`src/rtl/hazard_ctrl.sv`:
```
// Hazard and stall controller for the 5-stage MIPS pipeline: decides each cycle
// whether to run, stall, wait on data memory, or redirect, and counts stalls/flushes.
module hazard_ctrl #(
    parameter int CNT_W = 16
) (
    input  logic             Clk,
    input  logic             Reset,
    input  logic [4:0]       In_IDRs,
    input  logic [4:0]       In_IDRt,
    input  logic             In_IDUsesRt,
    input  logic             In_IDBranch,
    input  logic             In_PCSrc,
    input  logic             In_Jump,
    input  logic             In_EXMemRead,
    input  logic             In_EXRegWrite,
    input  logic [4:0]       In_EXWriteReg,
    input  logic             In_MEMMemRead,
    input  logic [4:0]       In_MEMWriteReg,
    input  logic             In_MemBusy,
    output logic             OutPCWrite,
    output logic             OutIFIDWrite,
    output logic             OutIFIDFlush,
    output logic             OutIDEXBubble,
    output logic             OutPipeHold,
    output logic [1:0]       OutState,
    output logic [CNT_W-1:0] OutStallCount,
    output logic [CNT_W-1:0] OutFlushCount
);

    typedef enum logic [1:0] {
        RUN      = 2'd0,
        STALL    = 2'd1,
        WAIT     = 2'd2,
        REDIRECT = 2'd3
    } actionE;

    localparam logic [CNT_W-1:0] CNT_MAX = {CNT_W{1'b1}};

    actionE state;
    actionE action;
    logic   loadUse;
    logic   branchAlu;
    logic   branchMemLoad;
    logic   hazard;

    // $0 is hardwired, so a write to it can never create a dependency.
    function automatic logic regMatch(input logic [4:0] dst);
        return (dst != 5'd0) &&
               ((dst == In_IDRs) || (In_IDUsesRt && (dst == In_IDRt)));
    endfunction

    always_comb begin
        loadUse       = In_EXMemRead && regMatch(In_EXWriteReg);
        branchAlu     = In_IDBranch && In_EXRegWrite && !In_EXMemRead &&
                        regMatch(In_EXWriteReg);
        branchMemLoad = In_IDBranch && In_MEMMemRead && regMatch(In_MEMWriteReg);
        hazard        = loadUse || branchAlu || branchMemLoad;
    end

    always_comb begin
        // NOTE: every output gets a default before the priority chain, so no
        // path leaves a signal unassigned and no latch is inferred.
        action        = RUN;
        OutPCWrite    = 1'b1;
        OutIFIDWrite  = 1'b1;
        OutIFIDFlush  = 1'b0;
        OutIDEXBubble = 1'b0;
        OutPipeHold   = 1'b0;

        if (Reset) begin
            OutPCWrite    = 1'b0;
            OutIFIDWrite  = 1'b0;
            OutIFIDFlush  = 1'b1;
            OutIDEXBubble = 1'b1;
        end else if (In_MemBusy) begin
            action       = WAIT;
            OutPCWrite   = 1'b0;
            OutIFIDWrite = 1'b0;
            OutPipeHold  = 1'b1;
        end else if (hazard) begin
            // The branch compare uses stale operands here, so PCSrc/Jump are ignored.
            action        = STALL;
            OutPCWrite    = 1'b0;
            OutIFIDWrite  = 1'b0;
            OutIDEXBubble = 1'b1;
        end else if (In_PCSrc || In_Jump) begin
            action       = REDIRECT;
            OutIFIDFlush = 1'b1;
        end
    end

    // NOTE: sequential state uses non-blocking assignments so every register
    // samples pre-edge values regardless of statement order.
    always_ff @(posedge Clk) begin
        if (Reset) begin
            state         <= RUN;
            OutStallCount <= '0;
            OutFlushCount <= '0;
        end else begin
            state <= action;
            if ((action == STALL || action == WAIT) && OutStallCount != CNT_MAX)
                OutStallCount <= OutStallCount + 1'b1;
            if (action == REDIRECT && OutFlushCount != CNT_MAX)
                OutFlushCount <= OutFlushCount + 1'b1;
        end
    end

    assign OutState = state;

endmodule

```
`config.mk`:
```
export PLATFORM = sky130hd
export DESIGN_NAME = hazard_ctrl
export DESIGN_NICKNAME = d
export VERILOG_FILES = /design/src/rtl/hazard_ctrl.sv
export SDC_FILE = /design/constraint.sdc
export NUM_CORES = 1
export LEC_CHECK = 0
export CAP_MARGIN = 40
export CORE_MARGIN = 1.5
export CORE_UTILIZATION = 35
export CTS_BUF_LIST = sky130_fd_sc_hd__clkbuf_16
export DETAILED_ROUTE_END_ITERATION = 8
export GPL_TIMING_DRIVEN = 0
export SYNTH_ARGS = -nofsm -noshare
export SYNTH_HDL_FRONTEND = slang
export SYNTH_SLANG_ARGS = --single-unit
```
`constraint.sdc`:
```
create_clock -name Clk -period 4.1 [get_ports Clk]
set_input_delay 0.615 -clock Clk [delete_from_list [all_inputs] [get_ports Clk]]
set_output_delay 0.615 -clock Clk [all_outputs]
set_load 0.005 [all_outputs]
```
==> run_results.csv <==
group,metric,value,unit
status,status,"complete, no violations",
run,drv_cap,0,
synthesis,yosysSeqAreaShare,33.7,%
power,vdd_ir_drop_max,0.238,mV
finish,final_area,2910,um^2
clock_network,clkSlewWorstSetupHoldPaths,50,ps
route,highest_layer,"met4",
finish,fin_nets,339,
grt,grt_usage,15.9,%
route,ant_nets,0,
setup_path,worst-setup-path-type,"input pin to flop",
setup_path,cp_max_fo,9,
placement,dp.cells,371,
route,firstDrtPassIters,4,
power,p_leak,1.03,nW
synthesis,ys_types,44,
clock_network,cts_sinks,34,
synthesis,ys.flop_type,"dfxtp_1",
sta,final.setup.tns,0,ps
sta,rsz0062_at_grt,"false",
route,drt_iter0_drc,36,
power,swShare,22.8,%
finish,area_delta_synth_final,44.0,%
grt,grt_remaining_overflow,0,
sta,final_hold_viol_count,0,
setup_path,max_stage_delay,480,ps
route,viasPerCell,5.03,
grt,antenna_found_initial,0,
route,routed-via-count,1896,
finish,diodes,0,
hold_path,hp-class,"flop to flop",
setup_path,cp_slowest_cell,"clkdlybuf4s50_1",
floorplan,start_util,36.5,%
clock_network,postCtsSetupBuffers,0,
synthesis,synth_top_area_share,33.7,%
synthesis,synth_seq_cells,34,
route,route.detailed.drc,0,
synthesis,yosys.area.top_type,"dfxtp_1",
power,power.internal,0.000620,W
sta,fin_skew,4.13,ps
sta,maxSlewHeadroom,62.1,%
power,p_comb_share,14.8,%
clock_network,ctsHoldBuffers,0,
route,wl_met1,2.27,mm
sta,min_period,3720,ps
placement,placed_area,2780,um^2
floorplan,fp.dieH,79.0,um
setup_path,worst-endpoint-arrival,3860,ps
sta,timing.hold.ws,516,ps
finish,drive_gt1_share,6.89,%
synthesis,yosys.cell_count.top_type,"dfxtp_1",
finish,final_cells,377,
power,power,0.000803,W
clock_network,cts_resized,0,
power,clkPwrFrac,42.5,%
synthesis,synth_area_leaders,"dfxtp_1 (34%), xor2_1 (10%), xnor2_1 (9.1%), nor2_1 (5.8%), nand3_1 (3.5%)",
setup_path,crit_path_start_kind,"input pin",
synthesis,synth_edf_count,0,
synthesis,synth_async_sr_flop_share,0,%
synthesis,synth_common_cells,"dfxtp_1 (34), nor2_1 (31), xor2_1 (23)",
grt,grt_pass1_vias,1730,
sta,timing.fmax,269,MHz
route,wire_per_inst,12.9,um
setup_path,path_cells,"clkdlybuf4s50_1 -> xor2_1 -> nor4_2 -> a32oi_1 -> o32ai_4 -> o31ai_1 -> ha_1 -> clkbuf_1 -> and2_1 -> nand4_1 -> a211oi_1 -> xnor2_1 -> nor2_1",
synthesis,synthCells,232,
power,switchingPower,0.000183,W
setup_path,endpoint_kind,"flop",
grt,grt_max_degree,11,
clock_network,clk_path_buf_depth,2,
clock_network,clk_latency,270,ps
clock_network,cts_tree,"yes",
setup_path,r2r_start,"OutFlushCount[0]",
grt,grt_pass1_wl,7.95,mm
floorplan,ios,69,
power,p_per_area,276,nW/um^2
setup_path,cp.required,4240,ps
clock_network,root_buffer,"clkbuf_16",
synthesis,syn_area,2020,um^2
floorplan,core-area,5540,um^2
power,seqPwrFrac,42.7,%
clock_network,h-tree-depth,2,
floorplan,rows,27,
floorplan,die_x,79.0,um
sta,finalSetupViolations,0,
floorplan,die_area,6240,um^2
route,wl,4.86,mm
synthesis,syn_area_per_cell,8.71,um^2
placement,place_congestion,0.764,
setup_path,path_delay_family,"compound AO/OA/AOI/OAI gates",
placement,detailed_place_hpwl,3.75,mm
synthesis,syn-num-nets,265,
sta,finalCritPeriodShare,90.7,%
sta,tightest_slew,562,ps
setup_path,path_buf_inv,2,
route,dr_wl_met2,2.33,mm
route,wl_met3,203,um
setup_path,timing.critical_path.from,"In_EXWriteReg[3]",
clock_network,numCtsBuffers,5,
hold_path,hp-start,"OutFlushCount[1]",
synthesis,ys_warn_count,0,
sta,final_max_slew_viol_count,0,
placement,port_buffers,67,
state kept, by name, indices dropped and copies added, names as in the netlist:
name,count
OutFlushCount,16
OutStallCount,16
OutState,2
cells in the final DEF, fill, tap and decap left out, types with 2 or more instances in the layout:
cell,Yosys,layout
o31ai_1,4,4
nand2_1,11,11
clkdlybuf4s50_1,0,67
and2_1,2,2
o311a_1,2,2
nand4_1,10,10
and3_1,6,6
nor2_1,31,31
xor2_1,23,23
clkbuf_1,6,6
o21ai_0,4,4
nand3_1,14,14
clkbuf_16,0,5
or4_1,2,2
buf_2,2,2
a21oi_1,7,7
a211oi_1,4,4
ha_1,3,3
or3_1,2,2
nor3_1,8,8
o211ai_1,4,4
dfxtp_1,34,34
xnor2_1,21,21
and4_1,7,7
inv_1,4,4
per-layer routing:
| metal | vias up | track usage (%) |
|---|---|---|
| li1 | 983 | - |
| met1 | 869 | 20.1 |
| met5 | - | 0 |
| met3 | 6 | 2.99 |
| met4 | 0 | 4.74 |
| met2 | 38 | 27.2 |
per-stage QoR:
stage	utilization, %	worst slack [ps]
floorplan	-	968
global placement	50.2	72.9
detailed placement	50.2	99.8
CTS	52.5	369
global route	52.5	110
finish	52.5	383
kinds of logic (layout without fill, tap and decap cells):
group,Yosys count,count (layout),synth area share (%)
AO/OA/AOI/OAI,34,34,13.3
XOR/XNOR,44,44,19.1
adder cells (fa/ha/maj),3,3,1.86
buffers and inverters,14,87,3.28
flip-flops,34,34,33.7
multiplexers,1,1,0.495
AND/OR/NAND/NOR,102,102,28.4
worst reg2reg max path, stage by stage, from the launching register on:
cell	delay, ps
dfxtp_1	350
ha_1	290
and3_1	240
nand4_4	140
nand2_2	100
or4_1	470
a21oi_1	140
final timing paths:
kind / endpoint / slack, ps / cells past startpoint
worst min register to register: OutFlushCount[1] / 520 / 2
worst min-delay path: OutFlushCount[1] / 520 / 2
worst max register to register: OutFlushCount[7] / 2310 / 6
worst max-delay path: OutStallCount[11] / 380 / 13
power by group through the flow:
stage,sequential [W],combinational (W),clock (W)
after floorplan,0.000350,0.0000541,0
after global placement,0.000350,0.000120,0
after detailed placement,0.000350,0.000119,0
after CTS,0.000343,0.000120,0.000348
after global routing,0.000344,0.000130,0.000365
final,0.000343,0.000119,0.000341
final cells by class:
| cell class | instances | area [um^2] |
|---|---|---|
| tap | 72 | 90.1 |
| timing repair buffer | 67 | 671 |
| sequential | 34 | 681 |
| clock buffer | 5 | 125 |
| inverter | 4 | 15.0 |
| clock inverter | 1 | 3.75 |
| multi-input combinational | 184 | 1270 |
| buffer | 10 | 51.3 |
| fill | 557 | 2630 |
Note: power is estimated with default switching activity, not from simulation.
